===== src/rtl/dmem_lsu_if.sv =====
// Request/response bundle between the datapath, the load/store unit and DMEM.
// The LSU connects through the slave modport; the environment uses master.
interface dmem_lsu_if #(
  parameter int ADDR_W = 8
);
  logic              LSU_req;
  logic              LSU_we;
  logic [1:0]        LSU_size;
  logic              LSU_unsigned;
  logic [31:0]       LSU_addr;
  logic [31:0]       LSU_wdata;
  logic              LSU_busy;
  logic              LSU_done;
  logic [31:0]       LSU_rdata;
  logic              LSU_misaligned;
  logic [ADDR_W-1:0] DMEM_address;
  logic [31:0]       DMEM_data_in;
  logic              DMEM_mem_write;
  logic              DMEM_mem_read;
  logic [31:0]       DMEM_data_out;

  modport slave (
    input  LSU_req, LSU_we, LSU_size, LSU_unsigned, LSU_addr, LSU_wdata, DMEM_data_out,
    output LSU_busy, LSU_done, LSU_rdata, LSU_misaligned,
    output DMEM_address, DMEM_data_in, DMEM_mem_write, DMEM_mem_read
  );

  modport master (
    output LSU_req, LSU_we, LSU_size, LSU_unsigned, LSU_addr, LSU_wdata, DMEM_data_out,
    input  LSU_busy, LSU_done, LSU_rdata, LSU_misaligned,
    input  DMEM_address, DMEM_data_in, DMEM_mem_write, DMEM_mem_read
  );
endinterface


===== src/rtl/dmem_lsu.sv =====
// Load/store unit driving a 32-bit DMEM with 1-cycle registered read; sub-word stores use RMW.
// Optional macro LSU_MISALIGN_CHECK_EN aborts misaligned half/word accesses instead of aligning down.
module dmem_lsu #(
  parameter int ADDR_W = 8
) (
  input  logic       LSU_clk,
  input  logic       LSU_rst,
  dmem_lsu_if.slave  bus
);

  typedef enum logic [2:0] {IDLE, RD, RD_WAIT, RMW_RD, RMW_WAIT, RMW_WR, WR} state_t;

  state_t            state_q, state_d;
  logic              done_q, done_d;
  logic              mis_q, mis_d;
  logic [31:0]       rdata_q, rdata_d;
  logic [ADDR_W-1:0] addr_q, addr_d;
  logic [31:0]       data_in_q, data_in_d;
  logic [1:0]        size_q, size_d;
  logic [1:0]        lane_q, lane_d;
  logic              uns_q, uns_d;
  logic [31:0]       wdata_q, wdata_d;
  logic              misaligned;
  logic              addr_hi_unused;

  function automatic logic [31:0] load_extract(input logic [31:0] word, input logic [1:0] size,
                                               input logic [1:0] lane, input logic uns);
    logic signed [7:0]  b;
    logic signed [15:0] h;
    logic [31:0]        r;
    b = word[{lane, 3'b000} +: 8];
    h = word[{lane[1], 4'b0000} +: 16];
    case (size)
      2'b00:   r = uns ? {24'd0, b} : 32'(b);
      2'b01:   r = uns ? {16'd0, h} : 32'(h);
      default: r = word;
    endcase
    return r;
  endfunction

  function automatic logic [31:0] store_merge(input logic [31:0] word, input logic [31:0] wdata,
                                              input logic [1:0] size, input logic [1:0] lane);
    logic [31:0] r;
    r = word;
    case (size)
      2'b00:   r[{lane, 3'b000} +: 8]     = wdata[7:0];
      2'b01:   r[{lane[1], 4'b0000} +: 16] = wdata[15:0];
      default: r = wdata;
    endcase
    return r;
  endfunction

  // Address bits above the DMEM word range wrap and are intentionally dropped.
  assign addr_hi_unused = ^bus.LSU_addr[31:ADDR_W+2];

`ifdef LSU_MISALIGN_CHECK_EN
  assign misaligned = (bus.LSU_size == 2'b01 && bus.LSU_addr[0]) ||
                      (bus.LSU_size[1] && bus.LSU_addr[1:0] != 2'b00);
`else
  assign misaligned = 1'b0;
`endif

  always_comb begin
    state_d   = state_q;
    done_d    = 1'b0;
    mis_d     = 1'b0;
    rdata_d   = rdata_q;
    addr_d    = addr_q;
    data_in_d = data_in_q;
    size_d    = size_q;
    lane_d    = lane_q;
    uns_d     = uns_q;
    wdata_d   = wdata_q;
    case (state_q)
      IDLE: begin
        if (bus.LSU_req) begin
          addr_d  = bus.LSU_addr[ADDR_W+1:2];
          size_d  = bus.LSU_size;
          lane_d  = bus.LSU_addr[1:0];
          uns_d   = bus.LSU_unsigned;
          wdata_d = bus.LSU_wdata;
          if (misaligned) begin
            done_d = 1'b1;
            mis_d  = 1'b1;
          end else if (!bus.LSU_we) begin
            state_d = RD;
          end else if (bus.LSU_size[1]) begin
            state_d   = WR;
            data_in_d = bus.LSU_wdata;
          end else begin
            state_d = RMW_RD;
          end
        end
      end
      RD:       state_d = RD_WAIT;
      RD_WAIT: begin
        rdata_d = load_extract(bus.DMEM_data_out, size_q, lane_q, uns_q);
        done_d  = 1'b1;
        state_d = IDLE;
      end
      RMW_RD:   state_d = RMW_WAIT;
      RMW_WAIT: begin
        data_in_d = store_merge(bus.DMEM_data_out, wdata_q, size_q, lane_q);
        state_d   = RMW_WR;
      end
      RMW_WR, WR: begin
        done_d  = 1'b1;
        state_d = IDLE;
      end
      default:  state_d = IDLE;
    endcase
  end

  // Control and visible output registers
  always_ff @(posedge LSU_clk) begin
    if (LSU_rst) begin
      state_q   <= IDLE;
      done_q    <= 1'b0;
      mis_q     <= 1'b0;
      rdata_q   <= '0;
      addr_q    <= '0;
      data_in_q <= '0;
    end else begin
      state_q   <= state_d;
      done_q    <= done_d;
      mis_q     <= mis_d;
      rdata_q   <= rdata_d;
      addr_q    <= addr_d;
      data_in_q <= data_in_d;
    end
  end

  // Latched request fields, only meaningful while an access is in flight
  always_ff @(posedge LSU_clk) begin
    size_q  <= size_d;
    lane_q  <= lane_d;
    uns_q   <= uns_d;
    wdata_q <= wdata_d;
  end

  assign bus.LSU_busy       = (state_q != IDLE);
  assign bus.LSU_done       = done_q;
  assign bus.LSU_misaligned = mis_q;
  assign bus.LSU_rdata      = rdata_q;
  assign bus.DMEM_address   = addr_q;
  assign bus.DMEM_data_in   = data_in_q;
  assign bus.DMEM_mem_read  = (state_q == RD) || (state_q == RMW_RD);
  assign bus.DMEM_mem_write = (state_q == WR) || (state_q == RMW_WR);

endmodule


===== src/flat_wrapper.sv =====
// flat-port wrapper written by rule: the top's interface ports become plain ports
module dmem_lsu_flat 
#(
  parameter int ADDR_W = 8
)
  (LSU_clk, LSU_rst, bus_LSU_req, bus_LSU_we, bus_LSU_size, bus_LSU_unsigned, bus_LSU_addr, bus_LSU_wdata, bus_DMEM_data_out, bus_LSU_busy, bus_LSU_done, bus_LSU_rdata, bus_LSU_misaligned, bus_DMEM_address, bus_DMEM_data_in, bus_DMEM_mem_write, bus_DMEM_mem_read);
  dmem_lsu_if #(.ADDR_W(ADDR_W)) bus_i ();
  input  logic LSU_clk;
  input  logic LSU_rst;
  input wire logic [$bits(bus_i.LSU_req)-1:0] bus_LSU_req;
  input wire logic [$bits(bus_i.LSU_we)-1:0] bus_LSU_we;
  input wire logic [$bits(bus_i.LSU_size)-1:0] bus_LSU_size;
  input wire logic [$bits(bus_i.LSU_unsigned)-1:0] bus_LSU_unsigned;
  input wire logic [$bits(bus_i.LSU_addr)-1:0] bus_LSU_addr;
  input wire logic [$bits(bus_i.LSU_wdata)-1:0] bus_LSU_wdata;
  input wire logic [$bits(bus_i.DMEM_data_out)-1:0] bus_DMEM_data_out;
  output wire logic [$bits(bus_i.LSU_busy)-1:0] bus_LSU_busy;
  output wire logic [$bits(bus_i.LSU_done)-1:0] bus_LSU_done;
  output wire logic [$bits(bus_i.LSU_rdata)-1:0] bus_LSU_rdata;
  output wire logic [$bits(bus_i.LSU_misaligned)-1:0] bus_LSU_misaligned;
  output wire logic [$bits(bus_i.DMEM_address)-1:0] bus_DMEM_address;
  output wire logic [$bits(bus_i.DMEM_data_in)-1:0] bus_DMEM_data_in;
  output wire logic [$bits(bus_i.DMEM_mem_write)-1:0] bus_DMEM_mem_write;
  output wire logic [$bits(bus_i.DMEM_mem_read)-1:0] bus_DMEM_mem_read;
  assign bus_i.LSU_req = bus_LSU_req;
  assign bus_i.LSU_we = bus_LSU_we;
  assign bus_i.LSU_size = bus_LSU_size;
  assign bus_i.LSU_unsigned = bus_LSU_unsigned;
  assign bus_i.LSU_addr = bus_LSU_addr;
  assign bus_i.LSU_wdata = bus_LSU_wdata;
  assign bus_i.DMEM_data_out = bus_DMEM_data_out;
  assign bus_LSU_busy = bus_i.LSU_busy;
  assign bus_LSU_done = bus_i.LSU_done;
  assign bus_LSU_rdata = bus_i.LSU_rdata;
  assign bus_LSU_misaligned = bus_i.LSU_misaligned;
  assign bus_DMEM_address = bus_i.DMEM_address;
  assign bus_DMEM_data_in = bus_i.DMEM_data_in;
  assign bus_DMEM_mem_write = bus_i.DMEM_mem_write;
  assign bus_DMEM_mem_read = bus_i.DMEM_mem_read;
  dmem_lsu #(.ADDR_W(ADDR_W)) u_core (.LSU_clk(LSU_clk), .LSU_rst(LSU_rst), .bus(bus_i));
endmodule

===== config.mk =====
export PLATFORM = sky130hd
export DESIGN_NAME = dmem_lsu_flat
export DESIGN_NICKNAME = d
export VERILOG_FILES = /design/src/rtl/dmem_lsu_if.sv /design/src/rtl/dmem_lsu.sv /design/src/flat_wrapper.sv
export SDC_FILE = /design/constraint.sdc
export NUM_CORES = 1
export LEC_CHECK = 0
export BUFFER_PORTS_ARGS = -buffer_cell sky130_fd_sc_hd__buf_2
export CAP_MARGIN = 5
export CORE_MARGIN = 10
export CORE_UTILIZATION = 41
export CTS_CLUSTER_SIZE = 8
export DETAILED_ROUTE_END_ITERATION = 6
export MAX_ROUTING_LAYER = met4
export PLACE_DENSITY = 0.66
export SETUP_SLACK_MARGIN = 0.2
export SYNTH_ARGS = -nofsm -noshare
export SYNTH_HDL_FRONTEND = slang
export SYNTH_SLANG_ARGS = --single-unit

===== constraint.sdc =====
create_clock -name LSU_clk -period 6.8 [get_ports LSU_clk]
set_clock_uncertainty 0.2 [all_clocks]
set_input_delay 0.68 -clock LSU_clk [delete_from_list [all_inputs] [get_ports LSU_clk]]
set_output_delay 0.68 -clock LSU_clk [all_outputs]
set_load 0.01 [all_outputs]

==> metrics.yaml <==
run_status:
  status: "complete, no violations"
synthesis:
  yosysTopAreaCell: "dfxtp_1"
  seq_area_frac_synth: 0.457
  synth_cell_types: 57
  synthTopCellsByArea: "dfxtp_1, edfxtp_1, a221oi_2"
  synth_top_area_frac: 0.264
  synth_ff_type: "dfxtp_1"
  syn_inst: 555
  yosys-mux-area-fraction: 0.0310
  yosys_register_bits: 113
  synth_top_family_by_area: "compound AO/OA/AOI/OAI gates"
  async_reset_ff_frac: 0
  syn-mean-instance-area_sq_um: 10.4
  yosys-top-cells-count: "dfxtp_1, nand2_1, nor2_1"
  synth_compound_gate_area_share: 0.310
  synthXorXnorAreaFrac: 0
  yosysMostFrequentCell: "dfxtp_1"
  synthAdderAreaFrac: 0.0109
  synth_nets: 663
  syn_area_sq_um: 5770
  yosysWarningCount: 0
  synth_enable_flop_cells: 37
  yosys.area_share.simple: 0.132
layout:
  drive_gt1_frac: 0.357
  synthToLayoutAreaGrowth_pct: 25.3
  fin_cells: 881
  final_area_sq_um: 7220
  nets: 796
  diodes: 0
worst_setup_path:
  rr_worst_depth: 6
  worst-r2r-setup-slack_ns: 3.77
  cp-start-kind: "register"
  crit_path_max_fanout: 16
  max_stage_delay_ns: 0.74
  arrival_ns: 3.14
  critical_path_buf_inv_count: 1
  crit_family: "flip-flops"
  reg2reg_to: "u_core.bus.DMEM_data_in[19]"
  cp_data_required_time_ns: 6.91
  critPathCaptureType: "register"
  crit_slowest_cell: "edfxtp_1"
  worstSetupPathType: "reg -> reg"
  r2r_start: "u_core.lane_q[0]"
  crit_chain: "inv_1 -> ha_1 -> or4b_1 -> o22ai_1 -> a221oi_2 -> o41ai_2"
sta:
  setup_viol_count_final: 0
  period_needed_ns: 3.03
  tns_ns: 0
  rsz0062_at_grt: "false"
  drv_slew: 0
  worst_slack_ns: 3.77
  finalHoldViolations: 0
  worstMarginPinSlew_ns: 1.13
  fmax_mhz: 330
  slew_headroom: 0.245
  fin_crit_sh: 0.446
  hold_slack_ns: 0.235
grt:
  grt_usage: 0.203
  grt_pass1_vias: 5299
  antenna_found_initial: 0
  grt.overflow.total: 0
  grt_max_degree: 70
  grt_pass1_wl_mm: 30.2
clock_tree:
  cts_setup_buffers: 0
  clockBufferDepth: 2
  cts_max_level: 4
  cts_resized: 0
  root_buffer: "clkbuf_16"
  clock_latency_ns: 0.42
  cts_made_buffers: 17
  cts_hold_buf: 0
  path_clk_slew_ns: 0.05
  cts.sinks: 113
  cts_tree: "built"
job:
  maxCapViolCount: 0
floorplan:
  num_rows: 43
  die_w_microns: 139
  die-area_sq_um: 19200
  core_area_sq_um: 13800
  initial_core_util: 0.417
  die_y_microns: 139
  ioPinCount: 180
detailed_routing:
  vias: 5181
  route.detailed.drc: 0
  ant_nets: 0
  drtIter0Drc: 468
  viasPerCell: 5.88
  finalWirelength_mm: 19.5
  first_pass_iters: 5
  wl_per_cell_microns: 22.2
place:
  placed_cells: 849
  gp_congestion: 0.903
  place_area_sq_um: 6590
  numPortBuffers: 156
  place_hpwl_mm: 14.4
  pre_cts_ws_ns: 3.81
min_path:
  whs_path_depth: 1
  holdPathEnd: "u_core.lane_q[0]"
  hold_path_class: "in -> reg"
  hp-start: "bus_LSU_addr[0]"
power:
  p_leak_nw: 2.98
  powerDensity_nw_per_um2: 282
  peakVddDrop_uv: 140
-- sequential cells by signal, summed over array words and instances, names as in the netlist --
signal                   count
u_core.wdata_q              32
u_core.bus.DMEM_address      8
u_core.state_q               3
u_core.uns_q                 1
u_core.bus.DMEM_data_in     32
u_core.bus.LSU_rdata        32
u_core.size_q                2
u_core.lane_q                2
u_core.bus.LSU_done          1
-- final cells by class --
class	count	area, sq um
Fill cell	1264	6600
Multi-Input combinational cell	370	2800
Sequential cell	113	2630
Timing Repair Buffer	166	856
Clock buffer	25	569
Tap cell	180	225
Inverter	20	75.1
Clock inverter	7	63.8
-- metal layers --
metal	global-route usage	wire length (microns)
met1	0.239	8250
met2	0.318	9440
met3	0.0606	1280
met4	0.0860	569
met5	-	0
-- power breakdown --
part	total, mW	internal (mW)	switching, mW
Clock	0.920	0.614	0.306
Combinational	0.322	0.122	0.201
Sequential	0.798	0.757	0.0418
Total	2.04	1.49	0.549
-- cells by family (layout without fill, tap and decap cells) --
family | count (synthesis) | count (layout)
fa+ha+maj | 5 | 5
simple gates | 152 | 152
flops | 113 | 113
compound gates | 203 | 203
buf+inv | 72 | 218
mux | 9 | 9
other cells | 1 | 1
-- worst register-to-register path, stage by stage, from the launching register on --
cell      delay [ns]
edfxtp_1        0.74
inv_1           0.25
ha_1            0.45
or4b_1          0.65
o22ai_1         0.23
a221oi_2        0.10
o41ai_2         0.32
-- worst max path at each step --
stage	startpoint	to	cells after the start
6_report	u_core.lane_q[0]	u_core.bus.DMEM_data_in[19]	6
3_5_place_dp	u_core.lane_q[0]	u_core.bus.DMEM_data_in[21]	6
4_1_cts	u_core.lane_q[0]	u_core.bus.DMEM_data_in[19]	6
3_3_place_gp	u_core.lane_q[0]	u_core.bus.DMEM_data_in[21]	6
5_1_grt	u_core.lane_q[0]	u_core.bus.DMEM_data_in[20]	6
2_1_floorplan	u_core.lane_q[1]	u_core.bus.DMEM_data_in[18]	9
-- cell usage in the layout (no fill, tap or decap), types with 2 or more instances in the layout --
cell         n
buf_2      156
dfxtp_1     76
nand2_1     54
nor2_1      47
edfxtp_1    37
a211oi_1    25
o21ai_0     24
o2bb2ai_1   24
a221o_1     23
a221oi_2    20
clkbuf_16   20
inv_1       18
a21oi_1     15
a22oi_1     14
nand3b_1    14
a221oi_1    11
o22ai_1     11
o41ai_2     11
buf_4       10
a22o_1       8
nand2b_1     7
mux4_2       7
a311oi_1     7
nor3_1       5
ha_1         5
clkbuf_8     5
clkinv_2     5
nor3b_2      3
or2_1        2
nor2b_1      2
o41ai_1      2
nor2_2       2
or2_2        2
o31ai_1      2
nor4_1       2
or4b_1       2
-- per-stage QoR --
stage | utilization | total power, mW
2_1_floorplan | - | 1.00
3_3_place_gp | 0.477 | 1.13
3_5_place_dp | 0.477 | 1.13
4_1_cts | 0.522 | 2.06
5_1_grt | 0.522 | 2.12
6_report | 0.522 | 2.04
Power figures use the tool's default switching activity.
